==> src/rtl/dnn_tile_sequencer.sv <==
// Control sequencer for one DNN PE-array tile: streams weights and ifmap rows into the
// register files, launches compute passes, and unloads the ofmap rows per output tile.
module dnn_tile_sequencer #(
  parameter int unsigned ROWS    = 5,
  parameter int unsigned COLS    = 5,
  parameter int unsigned CNT_W   = 8,
  parameter int unsigned TIMEOUT = 1024
) (
  input  logic             clk,
  input  logic             rst,
  input  logic             start,
  input  logic [CNT_W-1:0] cfg_num_tiles,
  input  logic [CNT_W-1:0] cfg_num_ch,
  input  logic             cfg_wt_reload,
  input  logic             wt_valid,
  output logic             wt_ready,
  output logic [COLS-1:0]  wt_col_we,
  input  logic             if_valid,
  output logic             if_ready,
  output logic [ROWS-1:0]  if_row_we,
  output logic             pe_start,
  output logic             pe_acc,
  input  logic             pe_done,
  output logic             of_valid,
  input  logic             of_ready,
  output logic [ROWS-1:0]  of_row_sel,
  output logic             busy,
  output logic             done,
  output logic             err
);

  localparam int unsigned RW = (ROWS > 1) ? $clog2(ROWS) : 1;
  localparam int unsigned CW = (COLS > 1) ? $clog2(COLS) : 1;
  localparam int unsigned TW = $clog2(TIMEOUT + 1);

  typedef enum logic [2:0] {
    StIdle, StLdWt, StLdIf, StExec, StUnldOf, StFin, StErr
  } state_e;

  state_e           state_q, state_d;
  logic [CNT_W-1:0] tiles_q, tiles_d;
  logic [CNT_W-1:0] ch_q, ch_d;
  logic             reload_q, reload_d;
  logic [CNT_W-1:0] tile_idx_q, tile_idx_d;
  logic [CNT_W-1:0] ch_idx_q, ch_idx_d;
  logic [CW-1:0]    col_idx_q, col_idx_d;
  logic [RW-1:0]    row_idx_q, row_idx_d;
  logic [TW-1:0]    exec_cnt_q, exec_cnt_d;

  logic             wt_ready_c, if_ready_c, pe_start_c, pe_acc_c, of_valid_c;
  logic             busy_c, done_c, err_c;
  logic [COLS-1:0]  wt_col_we_c;
  logic [ROWS-1:0]  if_row_we_c, of_row_sel_c;

  // Widened by one bit so the +1 comparisons cannot wrap at CNT_W.
  logic [CNT_W:0]   ch_next, tile_next;
  assign ch_next   = {1'b0, ch_idx_q} + 1'b1;
  assign tile_next = {1'b0, tile_idx_q} + 1'b1;

  always_ff @(posedge clk) begin
    if (rst) begin
      state_q    <= StIdle;
      tiles_q    <= '0;
      ch_q       <= '0;
      reload_q   <= 1'b0;
      tile_idx_q <= '0;
      ch_idx_q   <= '0;
      col_idx_q  <= '0;
      row_idx_q  <= '0;
      exec_cnt_q <= '0;
    end else begin
      state_q    <= state_d;
      tiles_q    <= tiles_d;
      ch_q       <= ch_d;
      reload_q   <= reload_d;
      tile_idx_q <= tile_idx_d;
      ch_idx_q   <= ch_idx_d;
      col_idx_q  <= col_idx_d;
      row_idx_q  <= row_idx_d;
      exec_cnt_q <= exec_cnt_d;
    end
  end

  always_comb begin
    state_d      = state_q;
    tiles_d      = tiles_q;
    ch_d         = ch_q;
    reload_d     = reload_q;
    tile_idx_d   = tile_idx_q;
    ch_idx_d     = ch_idx_q;
    col_idx_d    = col_idx_q;
    row_idx_d    = row_idx_q;
    exec_cnt_d   = exec_cnt_q;
    wt_ready_c   = 1'b0;
    if_ready_c   = 1'b0;
    pe_start_c   = 1'b0;
    pe_acc_c     = 1'b0;
    of_valid_c   = 1'b0;
    done_c       = 1'b0;
    err_c        = 1'b0;
    wt_col_we_c  = '0;
    if_row_we_c  = '0;
    of_row_sel_c = '0;
    busy_c       = (state_q != StIdle) && (state_q != StErr);

    unique case (state_q)
      StIdle: begin
        if (start) begin
          tiles_d    = cfg_num_tiles;
          ch_d       = cfg_num_ch;
          reload_d   = cfg_wt_reload;
          tile_idx_d = '0;
          ch_idx_d   = '0;
          col_idx_d  = '0;
          row_idx_d  = '0;
          exec_cnt_d = '0;
          state_d    = (cfg_num_tiles == '0 || cfg_num_ch == '0) ? StFin : StLdWt;
        end
      end
      StLdWt: begin
        wt_ready_c = 1'b1;
        if (wt_valid) begin
          wt_col_we_c = COLS'(1) << col_idx_q;
          if (col_idx_q == CW'(COLS - 1)) begin
            col_idx_d = '0;
            state_d   = StLdIf;
          end else begin
            col_idx_d = col_idx_q + 1'b1;
          end
        end
      end
      StLdIf: begin
        if_ready_c = 1'b1;
        if (if_valid) begin
          if_row_we_c = ROWS'(1) << row_idx_q;
          if (row_idx_q == RW'(ROWS - 1)) begin
            row_idx_d  = '0;
            exec_cnt_d = '0;
            state_d    = StExec;
          end else begin
            row_idx_d = row_idx_q + 1'b1;
          end
        end
      end
      StExec: begin
        // The cycle counter is zero only on the first cycle after entry.
        pe_start_c = (exec_cnt_q == '0);
        pe_acc_c   = (ch_idx_q != '0);
        if (pe_done) begin
          exec_cnt_d = '0;
          if (ch_next < {1'b0, ch_q}) begin
            ch_idx_d = ch_idx_q + 1'b1;
            state_d  = StLdIf;
          end else begin
            ch_idx_d = '0;
            state_d  = StUnldOf;
          end
        end else if (exec_cnt_q == TW'(TIMEOUT - 1)) begin
          state_d = StErr;
        end else begin
          exec_cnt_d = exec_cnt_q + 1'b1;
        end
      end
      StUnldOf: begin
        of_valid_c   = 1'b1;
        of_row_sel_c = ROWS'(1) << row_idx_q;
        if (of_ready) begin
          if (row_idx_q == RW'(ROWS - 1)) begin
            row_idx_d  = '0;
            tile_idx_d = tile_idx_q + 1'b1;
            if (tile_next == {1'b0, tiles_q}) state_d = StFin;
            else if (reload_q)                state_d = StLdWt;
            else                              state_d = StLdIf;
          end else begin
            row_idx_d = row_idx_q + 1'b1;
          end
        end
      end
      StFin: begin
        done_c  = 1'b1;
        state_d = StIdle;
      end
      StErr: begin
        err_c = 1'b1;
      end
      default: state_d = StIdle;
    endcase
  end

  // Outputs are forced low combinationally while reset is held.
  assign wt_ready   = ~rst & wt_ready_c;
  assign if_ready   = ~rst & if_ready_c;
  assign pe_start   = ~rst & pe_start_c;
  assign pe_acc     = ~rst & pe_acc_c;
  assign of_valid   = ~rst & of_valid_c;
  assign busy       = ~rst & busy_c;
  assign done       = ~rst & done_c;
  assign err        = ~rst & err_c;
  assign wt_col_we  = rst ? '0 : wt_col_we_c;
  assign if_row_we  = rst ? '0 : if_row_we_c;
  assign of_row_sel = rst ? '0 : of_row_sel_c;

endmodule

==> config.mk <==
export PLATFORM = sky130hd
export DESIGN_NAME = dnn_tile_sequencer
export DESIGN_NICKNAME = d
export VERILOG_FILES = /design/src/rtl/dnn_tile_sequencer.sv
export SDC_FILE = /design/constraint.sdc
export NUM_CORES = 1
export LEC_CHECK = 0
export CORE_AREA = 2 2 85 103
export CTS_CLUSTER_DIAMETER = 120
export DETAILED_ROUTE_END_ITERATION = 7
export DIE_AREA = 0 0 87 105
export MAX_ROUTING_LAYER = met4
export PLACE_DENSITY_LB_ADDON = 0.3
export REMOVE_ABC_BUFFERS = 1
export SKIP_LAST_GASP = 1
export SYNTH_ARGS = -nofsm -noshare
export SYNTH_HDL_FRONTEND = slang
export SYNTH_SLANG_ARGS = --single-unit
==> constraint.sdc <==
create_clock -name clk -period 5.3 [get_ports clk]
set_input_delay 1.06 -clock clk [delete_from_list [all_inputs] [get_ports clk]]
set_output_delay 1.06 -clock clk [all_outputs]
set_load 0.02 [all_outputs]
# Word-level counts from Yosys, hierarchy flattened
# Index checks and enable logic that the tools add are counted.
# word_totals
inputBits	24
ff_bits	53
out_inout_bits	23
elab_cells	120
# classes
n_eq_ne	21
n_lt_le_gt_ge	1
n_mux	50
addsub	7
n_shift	2
reduce_logical	20
bitwise	10
# op_table
cell	count
11-bit 2-to-1 mux	5
3-bit 2-to-1 mux	18
5-bit 2-to-1 mux	8
8-bit 2-to-1 mux	5
11-bit case mux with 3 select lines	1
8-bit case mux with 2 select lines	2
8-bit by 1-bit adder with 9-bit output (second input constant)	2
3-bit case mux with 6 select lines	1
8-bit by 1-bit adder with 8-bit output (second input constant)	2
8-bit logical NOT	2
2-bit != test (second input constant)	8
3-bit equality test (second input constant)	5
11-bit by 1-bit adder with 11-bit output (second input constant)	1
11-bit by 10-bit equality test with 1-bit output (second input constant)	1
11-bit logical NOT	1
1-bit by 3-bit << shifter with 5-bit output (first input constant)	2
9-bit by 8-bit equality test with 1-bit output	1
9-bit by 8-bit < comparator with 1-bit output	1
3-bit != test (second input constant)	3
3-bit case mux with 3 select lines	1
9-bit AND reduction	1
3-bit nonzero test	3
1-bit AND	8
4-bit AND reduction	2
other kinds (15)	27

# Logic depth before layout (Yosys ltp)
# Gate-level depths: netlist of the first run.
# depth
depth_word	6
ltp_mapped	13
mapped_depth_nobuf	11

# Worst setup path before layout of the first run
# OpenSTA, ideal clock, no wires.
# synth_timing
path_kind	in2out
startpoint	input rst
endpoint	output if_row_we[4]
required_time_ps	4240
path_buffers	0
stages	3
t_arrival_ps	2481
setup_slack_ps	1759
cell_sequence	nor4b_1 nand2_1 nor2_1
# synth_between
elab_chain_cells	1
# synth_rtl
element	line	source
start, declared	10	input logic rst,
5-bit 2-to-1 mux	200	assign if_row_we = rst ? '0 : if_row_we_c;
end, declared	20	output logic [ROWS-1:0] if_row_we,
# Every way passes these cells.

# Worst setup path after layout of the first run
# layout_timing
startpoint	input rst
endpoint	output wt_col_we[0]
# layout_between
elab_chain_cells	1
# layout_rtl
element	line	source
5-bit 2-to-1 mux	199	assign wt_col_we = rst ? '0 : wt_col_we_c;
end, declared	17	output logic [COLS-1:0] wt_col_we,
# Every way passes these cells.

==> qor.json, run 1 <==
{
  "grt_start_max_net_pins": {"value": 30},
  "dpl.hpwl": {"value": 5.81, "unit": "mm"},
  "synth_async_sr_flop_share": {"value": 0, "unit": "%"},
  "pwr-share-seq": {"value": 44.7, "unit": "%"},
  "antenna_cells_inserted": {"value": 0},
  "cts.repair.resized": {"value": 0},
  "synth.yosys.seq_area_share": {"value": 32.0, "unit": "%"},
  "worst_voltage_drop_across_the_vdd_grid": {"value": 0.000151, "unit": "V"},
  "dieArea": {"value": 0.00914, "unit": "sq mm"},
  "critical_path_buf_inv_count": {"value": 2},
  "initial_core_util": {"value": 41.1, "unit": "%"},
  "clk_latency": {"value": 300, "unit": "ps"},
  "timing.slew.headroom": {"value": 44.9, "unit": "%"},
  "pre_cts_ws": {"value": 1480, "unit": "ps"},
  "synthesized_instance_count": {"value": 440},
  "final-max-slew-violation-count": {"value": 0},
  "r2r_slack": {"value": 2260, "unit": "ps"},
  "fmax": {"value": 263, "unit": "MHz"},
  "post_cts_hold_buffer_count": {"value": 0},
  "finalSetupViolCount": {"value": 0},
  "synthesis.area_per_instance": {"value": 7.52, "unit": "sq um"},
  "internal_power_component": {"value": 0.000662, "unit": "W"},
  "hold_violations": {"value": 0},
  "grt_first_pass_wirelength": {"value": 13.2, "unit": "mm"},
  "groute.usage.overall": {"value": 17.9, "unit": "%"},
  "synth.ff_latch_count": {"value": 53},
  "routabilityCongestion": {"value": 0.857},
  "floorplan.io_pins": {"value": 47},
  "synth.yosys.warnings": {"value": 0},
  "seq_area": {"value": 0.00106, "unit": "sq mm"},
  "footprint_of_the_multi_input_gates": {"value": 0.00205, "unit": "sq mm"},
  "netSwitchingPower": {"value": 0.000403, "unit": "W"},
  "first_global_vias": {"value": 2881},
  "timing.final.ws_setup": {"value": 1500, "unit": "ps"},
  "clockRootBuffer": {"value": "clkbuf_8"},
  "grt_setup_unrepaired": {"value": "no"},
  "synthFlopType": {"value": "dfxtp_1"},
  "routedWlPerCell": {"value": 13.6, "unit": "um"},
  "globalRouteOverflowTotal": {"value": 0},
  "finish.utilization": {"value": 48.0, "unit": "%"},
  "worstRegToRegCells": {"value": 11},
  "cts_htree_levels": {"value": 2},
  "placeable_core_region": {"value": 0.00806, "unit": "sq mm"},
  "max-clock-path-buffers": {"value": 2},
  "slowest_stage": {"value": "clkdlybuf4s50_1"},
  "timing.critical_path.fanout_max": {"value": 29},
  "finalSetupTns": {"value": 0, "unit": "ps"},
  "post_drt_via_cell_ratio": {"value": 5.43},
  "drc": {"value": 0},
  "place.port_buffers": {"value": 46},
  "r2r_start": {"value": "ch_idx_q[2]"},
  "route.antenna.remaining_nets": {"value": 0},
  "synth-edff-count": {"value": 0},
  "tritoncts": {"value": "built"},
  "fin_crit_sh": {"value": 71.6, "unit": "%"},
  "critPathKind": {"value": "input pin to output pin"},
  "hold_depth": {"value": 2},
  "num_vias": {"value": 3078},
  "clock_period_minus_final_worst_setup_slack": {"value": 3800, "unit": "ps"},
  "yosysUniqueCellTypes": {"value": 57},
  "power.clock.fraction": {"value": 20.6, "unit": "%"},
  "die_x": {"value": 87, "unit": "um"},
  "kind_of_cell_adding_the_most_delay_to_the_critical_path": {"value": "buffers and inverters"},
  "maxCapViolCount": {"value": 0},
  "holdCritStartpoint": {"value": "ch_q[3]"},
  "worstHoldPathType": {"value": "flip-flop to flip-flop"},
  "post_cts.repair.setup_buffers": {"value": 0},
  "timing.hold.ws": {"value": 459, "unit": "ps"},
  "power_frac_comb": {"value": 34.7, "unit": "%"},
  "critical_path.cell_chain": {"value": "buf_2 > nor4_1 > nand2_1 > nor2_1 > and2_1 > clkdlybuf4s50_1"},
  "tightest_pin_transition": {"value": 827, "unit": "ps"},
  "dr.first_iter.drc_count": {"value": 101},
  "layout_common_cells": {"value": "70 x nand2_1, 53 x dfxtp_1, 48 x nor2_1"},
  "timing.critical_path.required": {"value": 4240, "unit": "ps"},
  "detail_route.first_pass.iterations": {"value": 5},
  "hold_end": {"value": "ch_q[3]"},
  "power.density": {"value": 275, "unit": "mW/mm^2"},
  "fin_total_pwr": {"value": 0.00107, "unit": "W"},
  "drive_above_1_share": {"value": 3.18, "unit": "%"},
  "netlist_area": {"value": 0.00331, "unit": "sq mm"},
  "crit-reg2reg-capture": {"value": "ch_idx_q[5]"},
  "routed_wire_length": {"value": 7.72, "unit": "mm"},
  "number_of_antenna_violations_at_the_first_check_in_global_routing": {"value": 0},
  "clock-skew-final": {"value": 9.22, "unit": "ps"},
  "areaGrowthSynthToFinish": {"value": 17.0, "unit": "%"},
  "switching_share": {"value": 37.9, "unit": "%"},
  "cp_data_arrival_time": {"value": 2740, "unit": "ps"},
  "startpoint_type": {"value": "input pin"},
  "final_common_cell": {"value": "nand2_1"},
  "clock_sink_count": {"value": 53},
  "cpPeakStageDelay": {"value": 590, "unit": "ps"},
  "cts-buffers-inserted": {"value": 5},
  "clkSlewWorstSetupHoldPaths": {"value": 90, "unit": "ps"},
  "total_leakage_power": {"value": 1.41, "unit": "nW"},
  "run_status": {"value": "complete, no violations"},
  "finish.net_count": {"value": 517},
  "n_fill_cell": {"value": 805},
  "crit_path_end_kind": {"value": "output pin"},
  "die_h": {"value": 105, "unit": "um"},
  "row_count": {"value": 36}
}
## synth_stat cells, drive strengths merged (4+ instances only)
| cell type | count | share of area, % |
|---|---|---|
| nor4 | 10 | 1.9 |
| and2 | 7 | 1.3 |
| ha | 22 | 8.3 |
| nand4 | 5 | 0.94 |
| nand2 | 70 | 7.9 |
| and3 | 7 | 1.3 |
| a21oi | 41 | 6.3 |
| clkbuf | 17 | 1.9 |
| a22oi | 4 | 0.91 |
| nor3 | 10 | 1.5 |
| a211oi | 6 | 1.7 |
| nand3 | 19 | 2.9 |
| xnor2 | 11 | 2.9 |
| and4 | 4 | 1.1 |
| inv | 25 | 2.8 |
| mux2i | 4 | 1.2 |
| nor2 | 48 | 5.4 |
| dfxtp | 53 | 32 |
| a311oi | 4 | 1.1 |
| xor2 | 12 | 3.2 |
| buf | 6 | 1.2 |
| o21ai | 10 | 1.5 |
## worst max-delay path by stage
stage,startpoint,endpoint,cells past startpoint
4_1_cts,rst,wt_col_we[0],6
3_5_place_dp,rst,wt_col_we[0],6
3_3_place_gp,rst,wt_col_we[1],6
2_1_floorplan,rst,if_row_we[4],3
6_report,rst,wt_col_we[0],6
5_1_grt,rst,wt_col_we[0],6
## layout make-up
| class | count | share of cell area, % |
|---|---|---|
| Clock buffer | 6 | 1.87 |
| Clock inverter | 2 | 0.258 |
| Inverter | 26 | 2.52 |
| Multi-Input combinational cell | 338 | 52.9 |
| Sequential cell | 53 | 27.4 |
| Tap cell | 95 | 3.07 |
| Timing Repair Buffer | 47 | 12.0 |
## power by group through the flow
stage	sequential [W]	clock [W]	combinational, W
floorplan	0.000472	0	0.000258
global placement	0.000483	0	0.000368
detailed placement	0.000486	0	0.000371
CTS	0.000476	0.000230	0.000372
global route	0.000483	0.000245	0.000418
finish	0.000476	0.000220	0.000370
## worst register-to-register path: stages, from the launching register on
cell and delay [ps]:
dfxtp_1 480, and3_1 220, nand3_1 160, nor2_1 170
xor2_1 230, ha_1 320, nand3_1 100, o211ai_1 110
a211oi_2 300, and3_1 480, a21oi_1 130, a311oi_1 260
## stage by stage
| step | area, sq um | cells |
|---|---|---|
| detailed placement | 3790 | 559 |
| global placement | 3790 | 559 |
| finish | 3870 | 567 |
| floorplan | 3210 | 417 |
| CTS | 3870 | 567 |
| global route | 3870 | 567 |
## metal layers
layer  part of all wire, %  routed length (um)  vias up  GRT usage, %
met5                     0                   0        -             -
met4                  0.80                  62        0          4.02
met3                   2.8                 214        5          2.21
met2                    50                3870       54          30.3
met1                    46                3570     1417          22.5
li1                      -                   -     1602             -
## registers in the layout, indices dropped and copies added (netlist names)
signal	cells
reload_q	1
ch_idx_q	8
col_idx_q	3
tile_idx_q	8
tiles_q	8
state_q	3
ch_q	8
row_idx_q	3
exec_cnt_q	11
## cell families (layout without fill, tap and decap cells)
group,after synthesis,count (layout),share of synthesized area [%]
and+or+nand+nor,204,204,29.7
DFF,53,53,32.0
adders and majority gates,22,22,8.31
buffers and inverters,49,81,6.05
muxes,4,4,1.21
AOI/OAI and AO/OA,85,85,16.6
xor gates and xnor gates,23,23,6.08
Note: power is estimated with default switching activity, not from simulation.
==> inputs of run 2 (changes only) <==
clock period = 3.7 ns   (was 5.3 ns; I/O delays follow)
==> run 2 against run 1 <==
Worst hold slack got worse by 3.9 ps. Combinational power increased by 45%. Wire length increased by 0.39%. Flip-flop and latch count unchanged. Final area increased by 0.52%. Sequential power increased by 43%. Clock-buffer cell count unchanged. Register-to-register slack got worse by 1600 ps. Power increased by 44%. Cell count increased by 0.18%. Critical path type is now flip-flop to output pin. Critical endpoint is now wt_col_we[2]. Highest routed layer unchanged.
==> qor.json, run 2 (synthesis results as in run 1) <==
{
  "fmax": {"value": 316, "unit": "MHz"},
  "hold_violations": {"value": 0},
  "power.density": {"value": 393, "unit": "mW/mm^2"},
  "layout_common_cells": {"value": "70 x nand2_1, 53 x dfxtp_1, 48 x nor2_1"},
  "detail_route.first_pass.iterations": {"value": 4},
  "post_cts.repair.setup_buffers": {"value": 0},
  "number_of_antenna_violations_at_the_first_check_in_global_routing": {"value": 0},
  "r2r_start": {"value": "ch_idx_q[2]"},
  "tritoncts": {"value": "built"},
  "final-max-slew-violation-count": {"value": 0},
  "dpl.hpwl": {"value": 5.82, "unit": "mm"},
  "routabilityCongestion": {"value": 0.860},
  "worst_voltage_drop_across_the_vdd_grid": {"value": 0.000172, "unit": "V"},
  "run_status": {"value": "complete, no violations"},
  "cts_htree_levels": {"value": 2},
  "grt_first_pass_wirelength": {"value": 13.1, "unit": "mm"},
  "die_h": {"value": 105, "unit": "um"},
  "areaGrowthSynthToFinish": {"value": 17.6, "unit": "%"},
  "grt_setup_unrepaired": {"value": "no"},
  "post_drt_via_cell_ratio": {"value": 5.44},
  "worstRegToRegCells": {"value": 11},
  "antenna_cells_inserted": {"value": 0},
  "drc": {"value": 0},
  "hold_end": {"value": "ch_q[0]"},
  "die_x": {"value": 87, "unit": "um"},
  "first_global_vias": {"value": 2846},
  "startpoint_type": {"value": "flip-flop"},
  "dr.first_iter.drc_count": {"value": 151},
  "hold_depth": {"value": 2},
  "tightest_pin_transition": {"value": 784, "unit": "ps"},
  "finalSetupViolCount": {"value": 0},
  "grt_start_max_net_pins": {"value": 32},
  "globalRouteOverflowTotal": {"value": 0},
  "cp_data_arrival_time": {"value": 2420, "unit": "ps"},
  "timing.slew.headroom": {"value": 47.4, "unit": "%"},
  "total_leakage_power": {"value": 1.42, "unit": "nW"},
  "worstHoldPathType": {"value": "flip-flop to flip-flop"},
  "top_register": {"value": "exec_cnt_q"},
  "maxCapViolCount": {"value": 0},
  "clockRootBuffer": {"value": "clkbuf_8"},
  "largest_register_ff_count": {"value": 11},
  "clkSlewWorstSetupHoldPaths": {"value": 90, "unit": "ps"},
  "placeable_core_region": {"value": 0.00806, "unit": "sq mm"},
  "num_vias": {"value": 3092},
  "clock_period_minus_final_worst_setup_slack": {"value": 3160, "unit": "ps"},
  "timing.critical_path.required": {"value": 2960, "unit": "ps"},
  "max-clock-path-buffers": {"value": 2},
  "clock_sink_count": {"value": 53},
  "post_cts_hold_buffer_count": {"value": 0},
  "clk_latency": {"value": 300, "unit": "ps"},
  "clock-skew-final": {"value": 9.70, "unit": "ps"},
  "cts.repair.resized": {"value": 0},
  "finish.net_count": {"value": 518},
  "initial_core_util": {"value": 41.1, "unit": "%"},
  "r2r_slack": {"value": 620, "unit": "ps"},
  "critPathKind": {"value": "flip-flop to output pin"},
  "place.port_buffers": {"value": 46},
  "drive_above_1_share": {"value": 3.38, "unit": "%"},
  "holdCritStartpoint": {"value": "ch_q[0]"},
  "timing.hold.ws": {"value": 455, "unit": "ps"},
  "crit_path_end_kind": {"value": "output pin"},
  "fin_crit_sh": {"value": 85.5, "unit": "%"},
  "crit-reg2reg-capture": {"value": "ch_idx_q[6]"},
  "floorplan.io_pins": {"value": 47},
  "groute.usage.overall": {"value": 17.7, "unit": "%"},
  "critical_path.startpoint": {"value": "state_q[0]"},
  "row_count": {"value": 36},
  "finalSetupTns": {"value": 0, "unit": "ps"},
  "routed_wire_length": {"value": 7.75, "unit": "mm"},
  "timing.critical_path.fanout_max": {"value": 12},
  "routedWlPerCell": {"value": 13.6, "unit": "um"},
  "final_common_cell": {"value": "nand2_1"},
  "dieArea": {"value": 0.00914, "unit": "sq mm"},
  "cts-buffers-inserted": {"value": 5},
  "route.antenna.remaining_nets": {"value": 0}
}
==> run 2: power by group <==
group / internal, W / switching [W]
clock: 0.000132 / 0.000181
combinational: 0.000206 / 0.000332
sequential: 0.000617 / 0.0000638
==> run 2: layer usage <==
metal	vias up	global-route usage, %	wire (um)
met5	-	-	0
met4	0	3.57	58
met3	6	2.61	283
met2	48	29.7	3930
met1	1443	22.4	3470
li1	1595	-	-
==> run 2: worst max-delay path by stage <==
stage	to	slack, ps	cells after the start
2_1_floorplan	if_row_we[4]	800	3
3_3_place_gp	wt_col_we[1]	650	6
3_5_place_dp	wt_col_we[2]	590	6
4_1_cts	wt_col_we[2]	520	6
5_1_grt	wt_col_we[2]	290	6
6_report	wt_col_we[2]	540	6
==> run 2: through the flow <==
step | util [%] | power [W] | area (sq um) | instances | worst slack (ps)
6_report | 48.3 | 0.00153 | 3890 | 568 | 535
5_1_grt | 48.3 | 0.00165 | 3890 | 568 | 287
4_1_cts | 48.3 | 0.00155 | 3890 | 568 | 522
3_5_place_dp | 47.3 | 0.00123 | 3810 | 560 | 589
3_3_place_gp | 47.3 | 0.00123 | 3810 | 560 | 646
2_1_floorplan | - | 0.00105 | 3210 | 417 | 799
==> run 2: worst max-delay path, stage by stage (launching register included) <==
cell and delay (ps):
dfxtp_1 580, inv_2 140, nor4_1 410, nand2_1 130, nor2_1 140, and2_1 140, clkdlybuf4s50_1 590
==> run 2: layout make-up <==
| type | instances | area [sq um] |
|---|---|---|
| clock inverters | 2 | 10.0 |
| inverters | 26 | 97.6 |
| clock buffers | 6 | 72.6 |
| multi-input cells | 338 | 2050 |
| repair buffers | 48 | 483 |
| well taps | 95 | 119 |
| fillers | 818 | 4170 |
| flip-flops and latches | 53 | 1060 |
==> inputs of run 3 (changes only) <==
clock period = 3 ns   (was 3.7 ns; I/O delays follow)
==> run 3 against run 2 <==
Utilization grew 1.1 points. Largest cell class unchanged. Final area rose by 2.4%. Clock power up 28%.
==> qor.json, run 3 (synthesis results as in run 1) <==
{
  "detail_route.first_pass.iterations": {"value": 4},
  "run_status": {"value": "complete, no violations"},
  "r2r_slack": {"value": 270, "unit": "ps"},
  "final-max-slew-violation-count": {"value": 0},
  "final_cell_area": {"value": 0.00399, "unit": "sq mm"},
  "fmax": {"value": 351, "unit": "MHz"},
  "dr.first_iter.drc_count": {"value": 107},
  "post_drt_via_cell_ratio": {"value": 5.44},
  "total_leakage_power": {"value": 1.47, "unit": "nW"},
  "floorplan.io_pins": {"value": 47},
  "netSwitchingPower": {"value": 0.000742, "unit": "W"},
  "post_dp_cell_area": {"value": 0.00389, "unit": "sq mm"},
  "tritoncts": {"value": "built"},
  "place.port_buffers": {"value": 46},
  "drc": {"value": 0},
  "first_global_vias": {"value": 2961},
  "maxCapViolCount": {"value": 0},
  "number_of_antenna_violations_at_the_first_check_in_global_routing": {"value": 0},
  "cts-buffers-inserted": {"value": 5},
  "internal_power_component": {"value": 0.00121, "unit": "W"},
  "grt_start_max_net_pins": {"value": 18},
  "footprint_of_the_multi_input_gates": {"value": 0.00206, "unit": "sq mm"},
  "grt_setup_unrepaired": {"value": "no"},
  "tightest_pin_transition": {"value": 767, "unit": "ps"},
  "worst_voltage_drop_across_the_vdd_grid": {"value": 0.000231, "unit": "V"},
  "clock-skew-final": {"value": 11.5, "unit": "ps"},
  "initial_core_util": {"value": 41.1, "unit": "%"},
  "cts_htree_levels": {"value": 2},
  "critPathKind": {"value": "flip-flop to output pin"},
  "max-clock-path-buffers": {"value": 2},
  "slowest_stage": {"value": "clkdlybuf4s50_1"},
  "top_register": {"value": "exec_cnt_q"},
  "power.density": {"value": 491, "unit": "mW/mm^2"},
  "hold_violations": {"value": 0},
  "dieArea": {"value": 0.00914, "unit": "sq mm"},
  "die_x": {"value": 87, "unit": "um"},
  "power_frac_comb": {"value": 37.4, "unit": "%"},
  "routedWlPerCell": {"value": 13.8, "unit": "um"},
  "grt_first_pass_wirelength": {"value": 13.5, "unit": "mm"},
  "finalSetupTns": {"value": 0, "unit": "ps"},
  "areaGrowthSynthToFinish": {"value": 20.4, "unit": "%"},
  "power.clock.fraction": {"value": 20.5, "unit": "%"},
  "critical_path.cell_chain": {"value": "buf_4 > nor4_2 > nand2_1 > nor2_1 > and2_1 > clkdlybuf4s50_1"},
  "cp_data_arrival_time": {"value": 2250, "unit": "ps"},
  "finalSetupViolCount": {"value": 0},
  "critical_path_buf_inv_count": {"value": 2},
  "final_common_cell": {"value": "nand2_1"},
  "clock_sink_count": {"value": 53},
  "clk_latency": {"value": 310, "unit": "ps"},
  "worstHoldPathType": {"value": "flip-flop to flip-flop"},
  "clockRootBuffer": {"value": "clkbuf_8"},
  "seq_area": {"value": 0.00106, "unit": "sq mm"},
  "clock_period_minus_final_worst_setup_slack": {"value": 2850, "unit": "ps"},
  "finish.net_count": {"value": 530},
  "drive_above_1_share": {"value": 6.39, "unit": "%"},
  "crit_path_end_kind": {"value": "output pin"},
  "routabilityCongestion": {"value": 0.870},
  "largest_register_ff_count": {"value": 11},
  "timing.critical_path.fanout_max": {"value": 11},
  "row_count": {"value": 36},
  "routed_wire_length": {"value": 7.98, "unit": "mm"},
  "fin_crit_sh": {"value": 95.1, "unit": "%"},
  "kind_of_cell_adding_the_most_delay_to_the_critical_path": {"value": "buffers and inverters"},
  "layout_common_cells": {"value": "70 x nand2_1, 53 x dfxtp_1, 48 x nor2_1"},
  "dpl.hpwl": {"value": 6.16, "unit": "mm"},
  "timing.critical_path.required": {"value": 2400, "unit": "ps"},
  "pwr-share-seq": {"value": 42.2, "unit": "%"},
  "timing.slew.headroom": {"value": 48.5, "unit": "%"},
  "post_cts_hold_buffer_count": {"value": 0},
  "switching_share": {"value": 38.0, "unit": "%"},
  "groute.usage.overall": {"value": 18.5, "unit": "%"},
  "placeable_core_region": {"value": 0.00806, "unit": "sq mm"},
  "globalRouteOverflowTotal": {"value": 0},
  "startpoint_type": {"value": "flip-flop"},
  "cpPeakStageDelay": {"value": 600, "unit": "ps"},
  "n_fill_cell": {"value": 799},
  "route.antenna.remaining_nets": {"value": 0},
  "clkSlewWorstSetupHoldPaths": {"value": 90, "unit": "ps"},
  "num_vias": {"value": 3158},
  "antenna_cells_inserted": {"value": 0},
  "die_h": {"value": 105, "unit": "um"}
}
run 3: changes by cell type in the layout (fill, tap and decap cells not counted), sizes merged:
cell      change
buf          +12
clkinvlp      +1
clkbuf        -1
run 3: what timing repair did:
action / 4_1_cts / 5_1_grt
buffers inserted: 0 / 0
setup endpoints to repair: 0 / 11
gates resized for setup: 0 / 3
run 3: worst paths after layout:
| check | cells after the start | start | end |
|---|---|---|---|
| max | 6 | state_q[1] | wt_col_we[0] |
| min | 2 | ch_q[0] | ch_q[0] |
| max reg2reg | 11 | ch_idx_q[0] | ch_idx_q[6] |
| min reg2reg | 2 | ch_q[0] | ch_q[0] |
run 3: per-stage QoR:
step	std cells	hold WS, ps	utilization (%)	setup WS (ps)	total power [W]
after detailed placement	572	446	48.2	76.6	0.00156
after floorplan	417	426	-	379	0.00129
final	580	454	49.4	148	0.00196
after CTS	580	460	49.3	55.5	0.00197
after global routing	580	490	49.4	12.5	0.00210
after global placement	572	446	48.2	222	0.00155
run 3: cell type report:
cell class	instances	share of cell area, %
multi-input combinational	338	51.7
sequential	53	26.6
timing repair buffer	60	14.1
tap	95	2.98
inverter	26	2.45
clock buffer	5	1.73
clock inverter	3	0.440
run 3: routing by layer:
metal / vias up / wire length (um) / global-route usage [%]
met5: - / 0 / -
met4: 0 / 140 / 7.14
met3: 10 / 315 / 3.63
met2: 57 / 3940 / 30.4
met1: 1471 / 3580 / 22.0
li1: 1620 / - / -
run 3: power by group through the flow:
stage          logic (W)  registers (W)  clock network (W)
2_1_floorplan   0.000456       0.000833                  0
3_3_place_gp    0.000713       0.000839                  0
3_5_place_dp    0.000722       0.000840                  0
4_1_cts         0.000725       0.000825           0.000416
5_1_grt         0.000817       0.000835           0.000448
6_report        0.000731       0.000825           0.000400
run 3: worst reg2reg max path: stages (launching register included):
cell and delay, ps:
dfxtp_1 430, ha_1 280, and4_1 270, nand2_1 90
xnor2_1 150, ha_1 310, nand3_1 90, o211ai_1 110
a211oi_2 270, and3_4 320, a31oi_1 100, a311oi_1 250
==> patch 1 (flow settings as in run 2) <==
Make the reset (`rst`) asynchronous in one clocked block.
--- a/src/rtl/dnn_tile_sequencer.sv
+++ b/src/rtl/dnn_tile_sequencer.sv
@@ -59,3 +59,3 @@
 
-  always_ff @(posedge clk) begin
+  always_ff @(posedge clk or posedge rst) begin
     if (rst) begin
Check against the original RTL: same outputs for any inputs over 10 cycles, from zero or initial values and one cycle with rst high; that may be too few to reach the edited logic, so the function may still have changed.
==> patch 1 against run 2 <==
  * Worst hold slack better by 0.065 ns
  * Area after synthesis grew 7.3%
  * Non-clock buffer count is 4 higher
  * Worst setup slack worse by 0.32 ns
  * Count of clock-buffer cells in the layout stayed put
  * Design area is 7.1% higher
  * First-iteration DRC count is 21% lower
  * Sequential share of layout area up 4.6 points
  * Sequential cell count stayed put
  * Routed wire length grew 6.3%
  * Critical path type is now primary input to primary output
  * Critical endpoint is now if_row_we[2]
  * Largest cell class unchanged
  * Highest routed layer unchanged
Power is not compared: it rests on default switching activity, and its combinational part moved more than twofold at a synthesized area within 25%.
==> patch 1: results (changes against run 2) <==
Initial DRC Count: 119 (-21%)
Post-Layout Cell Count: 538 (-5.3%)
GR Layer Usage met2: 31.79% (+2.1 points)
Gate Count Post-Synth: 402 (-8.6%)
Final #Nets: 489 (-5.6%)
hold crit path type: register to register
status: complete, no violations
Async SR Flop Fraction: 100.0% (+100 points)
H-Tree Depth: 2 (unchanged)
Critical R2R Capture: ch_idx_q[6]
hold_sp: ch_q[0]
layout cells sized above 1: 7.901% (+4.5 points)
met2 WL: 4140 um (+5.3%)
Seq/Total Area, Yosys: 37.34% (+5.3 points)
Synth top cells by count: dfrtp_1 (53), nand2_1 (44), o21ai_0 (43), inv_1 (32)
drt via density: 5.643 (+3.7%)
Reg2Reg Setup Slack: 0.97 ns (+0.35 ns)
critical path launch point: rst
hold depth: 1 (-1)
Critical Path Fanout Max: 7 (-5)
vias in the first global route: 2,952 (+3.7%)
RePlAce Congestion: 0.9216 (+7.2%)
count of cell types in the netlist: 58 (+1.8%)
CTS Root Cell: clkbuf_8
worst r2r src: ch_idx_q[2]
M3 GR Usage: 2.765% (+0.16 points)
Area contributors post-synth: dfrtp_1 (37%), ha_1 (7.7%), o21ai_0 (6.1%)
GRT Util Overall: 19.24% (+1.6 points)
pin count of the biggest net entering global routing: 30 (-6.3%)
crit path to: if_row_we[2]
Layout Skew: 0.008638 ns (-0.001061 ns)
Routed WL: 8233 um (+6.3%)
DP Area: 4079 um2 (+7.1%)
number of fillers in the final layout: 790 (-3.4%)
Critical Path AT: 2.75 ns (+0.33 ns)
Clock Tree Buf Depth: 2 (unchanged)
Worst Hold Slack: 0.5198 ns (+0.06484 ns)
Yosys warning count: 0 (unchanged)
Hold Path End: ch_q[0]
clock-pin transition on the worst setup and hold timing paths: 0.10 ns
multi-input logic area: 2008 um2 (-2.0%)
Lkg Pwr: 1.770 nW
placed cell count: 531 (-5.2%)
final period utilization: 94.28% (+8.7 points)
Rel. slew slack: 22.76% (-25 points)
dpl ws: 0.1947 ns (-0.3945 ns)
I/O Buffers: 46 (unchanged)
GR Layer Usage met1: 24.93% (+2.5 points)
first-pass GRT wire length: 13,920 um (+6.3%)
routed wl met3: 246 um (-13%)
switching share of total power: 22.45%
P_seq: 0.579 mW
hpwl dp: 6199 um (+6.5%)
Post-CTS Setup Bufs: 0 (unchanged)
met1 wire length: 3766 um (+8.5%)
==> patch 1: changes by cell type after synthesis, sizes merged, moves of 7 or more <==
cell / delta
dfrtp: +53
inv: +7
mux2: +9
a21oi: -24
clkbuf: -9
nand2: -26
nor2: -24
o21ai: +33
dfxtp: -53
==> patch 1: cells by family (layout without fill, tap and decap cells) <==
logic type,after synthesis,after routing,synth area share [%]
xor+xnor,16,16,3.945
compound gates,102,102,18.77
buf+inv,50,91,6.129
simple gates,147,147,22.37
mux,12,12,3.699
flops,53,53,37.34
fa+ha+maj,22,22,7.749
==> patch 1: final cells by class <==
type                       instances  area share [%]
timing repair buffer              52           12.12
sequential                        53           31.81
tap                               95           2.851
multi-input combinational        299           48.17
clock buffer                       6           1.981
clock inverter                     1          0.1801
inverter                          32           2.881
==> patch 1: critical path, cell delays in order <==
cell and delay (ns):
clkdlybuf4s50_1 0.58, nor4_1 0.49, nand2_1 0.20, nor2_1 0.12, clkdlybuf4s50_1 0.62
==> patch 2 (settings of run 2) <==
Made on the original files. Set the parameter `ROWS` to 10 (it was 5).
--- a/src/rtl/dnn_tile_sequencer.sv
+++ b/src/rtl/dnn_tile_sequencer.sv
@@ -3,3 +3,3 @@
 module dnn_tile_sequencer #(
-  parameter int unsigned ROWS    = 5,
+  parameter int unsigned ROWS    = 10,
   parameter int unsigned COLS    = 5,
Ports: changed (resized if_row_we and of_row_sel); port bits go from 47 to 57. No check against the original RTL was run, so the function may have changed too.
==> patch 2 against run 2 <==
  * Worst hold slack gained 0.0076 ns
  * Highest routed layer unchanged
  * Clock skew shrank 0.0024 ns
  * Area after synthesis grew 5.2%
  * Sequential cell count grew 1
  * Worst setup slack lost 0.16 ns
  * Routed wire length grew 12%
  * Design area grew 8.0%
  * Global-route usage grew 2.1 points
  * Total power grew 7.9%
==> patch 2: results (changes against run 2) <==
diode count: 0 (unchanged)
dpl ws: 0.4328 ns (-0.1564 ns)
H-Tree Depth: 2 (unchanged)
Routed WL: 8693 um (+12%)
first-pass GRT wire length: 14,460 um (+10%)
layout cells sized above 1: 4.415% (+1.0 points)
clock-pin transition on the worst setup and hold timing paths: 0.10 ns
RePlAce Congestion: 0.9019 (+4.9%)
Async SR Flop Fraction: 0% (unchanged)
Seq/Total Area, Yosys: 31.05% (-1.0 points)
WL/cell: 14.11 um (+3.5%)
Critical Path Fanout Max: 14 (+2)
Synth top cells by count: nor2_1 (64), nand2_1 (59), dfxtp_1 (54), a21oi_1 (46)
Critical Path AT: 2.58 ns (+0.16 ns)
Lkg Pwr: 1.532 nW (+8.0%)
hold crit path type: register to register
number of fillers in the final layout: 777 (-5.0%)
Post-CTS Setup Bufs: 0 (unchanged)
Inserted Clock Buffers: 5 (unchanged)
initial antenna violation count: 0 (unchanged)
hold_sp: ch_q[2]
count of cell types in the netlist: 57 (unchanged)
Final #Nets: 563 (+8.7%)
Worst VDD drop: 0.0002529 V (+47%)
clk_lat worst skew: 0.31 ns
critical path launch point: state_q[0]
Avg Cell Area, Syn: 7.331 um2 (-2.6%)
Rel. slew slack: 51.39% (+4.0 points)
DP Area: 4095 um2 (+7.5%)
status: complete, no violations
CTS Root Cell: clkbuf_8
Yosys warning count: 0 (unchanged)
cts repair resizes: 0 (unchanged)
Area contributors post-synth: dfxtp_1 (31%), nor2_1 (6.9%), ha_1 (6.8%)
GRT Util Overall: 19.76% (+2.1 points)
number of flip-flops in the largest register: 11 (unchanged)
Layout Skew: 0.007279 ns (-0.002420 ns)
placed cell count: 608 (+8.6%)
hpwl dp: 6645 um (+14%)
drt via density: 5.519 (+1.4%)
most flop-heavy register: exec_cnt_q
First-pass DRT Iterations: 4 (unchanged)
Initial DRC Count: 212 (+40%)
worst r2r src: ch_idx_q[2]
vias in the first global route: 3,162 (+11%)
I/O Buffers: 56 (+22%)
ys flop type: dfxtp_1
pin count of the biggest net entering global routing: 39 (+22%)
Clock Tree Buf Depth: 2 (unchanged)
-- patch 2: cell count changes after synthesis, moves of 4 or more --
cell	run 2	this run
o21ai_0	3	16
or3_1	3	10
nand2b_1	3	8
nand3b_1	3	10
a21oi_1	40	46
and4_1	4	0
nor2_1	48	64
nand2_1	70	59
-- patch 2: where the power goes --
part	switching [mW]	leakage (nW)	internal [mW]
Clock	0.195	0.0579	0.200
Combinational	0.359	1.04	0.215
Sequential	0.0547	0.438	0.630
-- patch 2: worst paths after layout --
| check | slack (ns) | to | cells past startpoint |
|---|---|---|---|
| worst min register to register | 0.46 | ch_q[2] | 2 |
| worst max register to register | 0.63 | ch_idx_q[5] | 12 |
| worst max-delay path | 0.38 | of_row_sel[4] | 5 |
| worst min-delay path | 0.46 | ch_q[2] | 2 |
-- patch 2: cell families after synthesis --
| logic type | synth area share [%] |
|---|---|
| buffers and inverters | 5.569 |
| DFF | 31.05 |
| AOI/OAI and AO/OA | 15.78 |
| and+or+nand+nor | 34.60 |
| xor gates and xnor gates | 5.031 |
| adders and majority gates | 6.827 |
| muxes | 1.150 |
-- patch 2: final cells by class --
type                            count  area [um2]  area share, %
Clock buffer                        5       68.82          1.637
Clock inverter                      3       40.04         0.9524
Inverter                           23       87.58          2.083
Multi-Input combinational cell    374        2207          52.50
Sequential cell                    54        1081          25.71
Tap cell                           95       118.9          2.827
Timing Repair Buffer               62       600.6          14.29
-- patch 2: metal layers --
layer  track usage [%]  routed length [um]  vias to the layer above
met5                 -                   0                        -
met4             4.018                  74                        0
met3             2.449                 285                        8
met2             35.71                4581                       60
met1             23.04                3751                     1603
li1                  -                   -                     1729
-- patch 2: worst max-delay path, cell delays in order, from the launching register on --
cell	delay [ns]
dfxtp_1	0.46
nor2_1	0.34
nand3_1	0.26
or3_1	0.41
nor3_1	0.16
clkdlybuf4s50_1	0.64
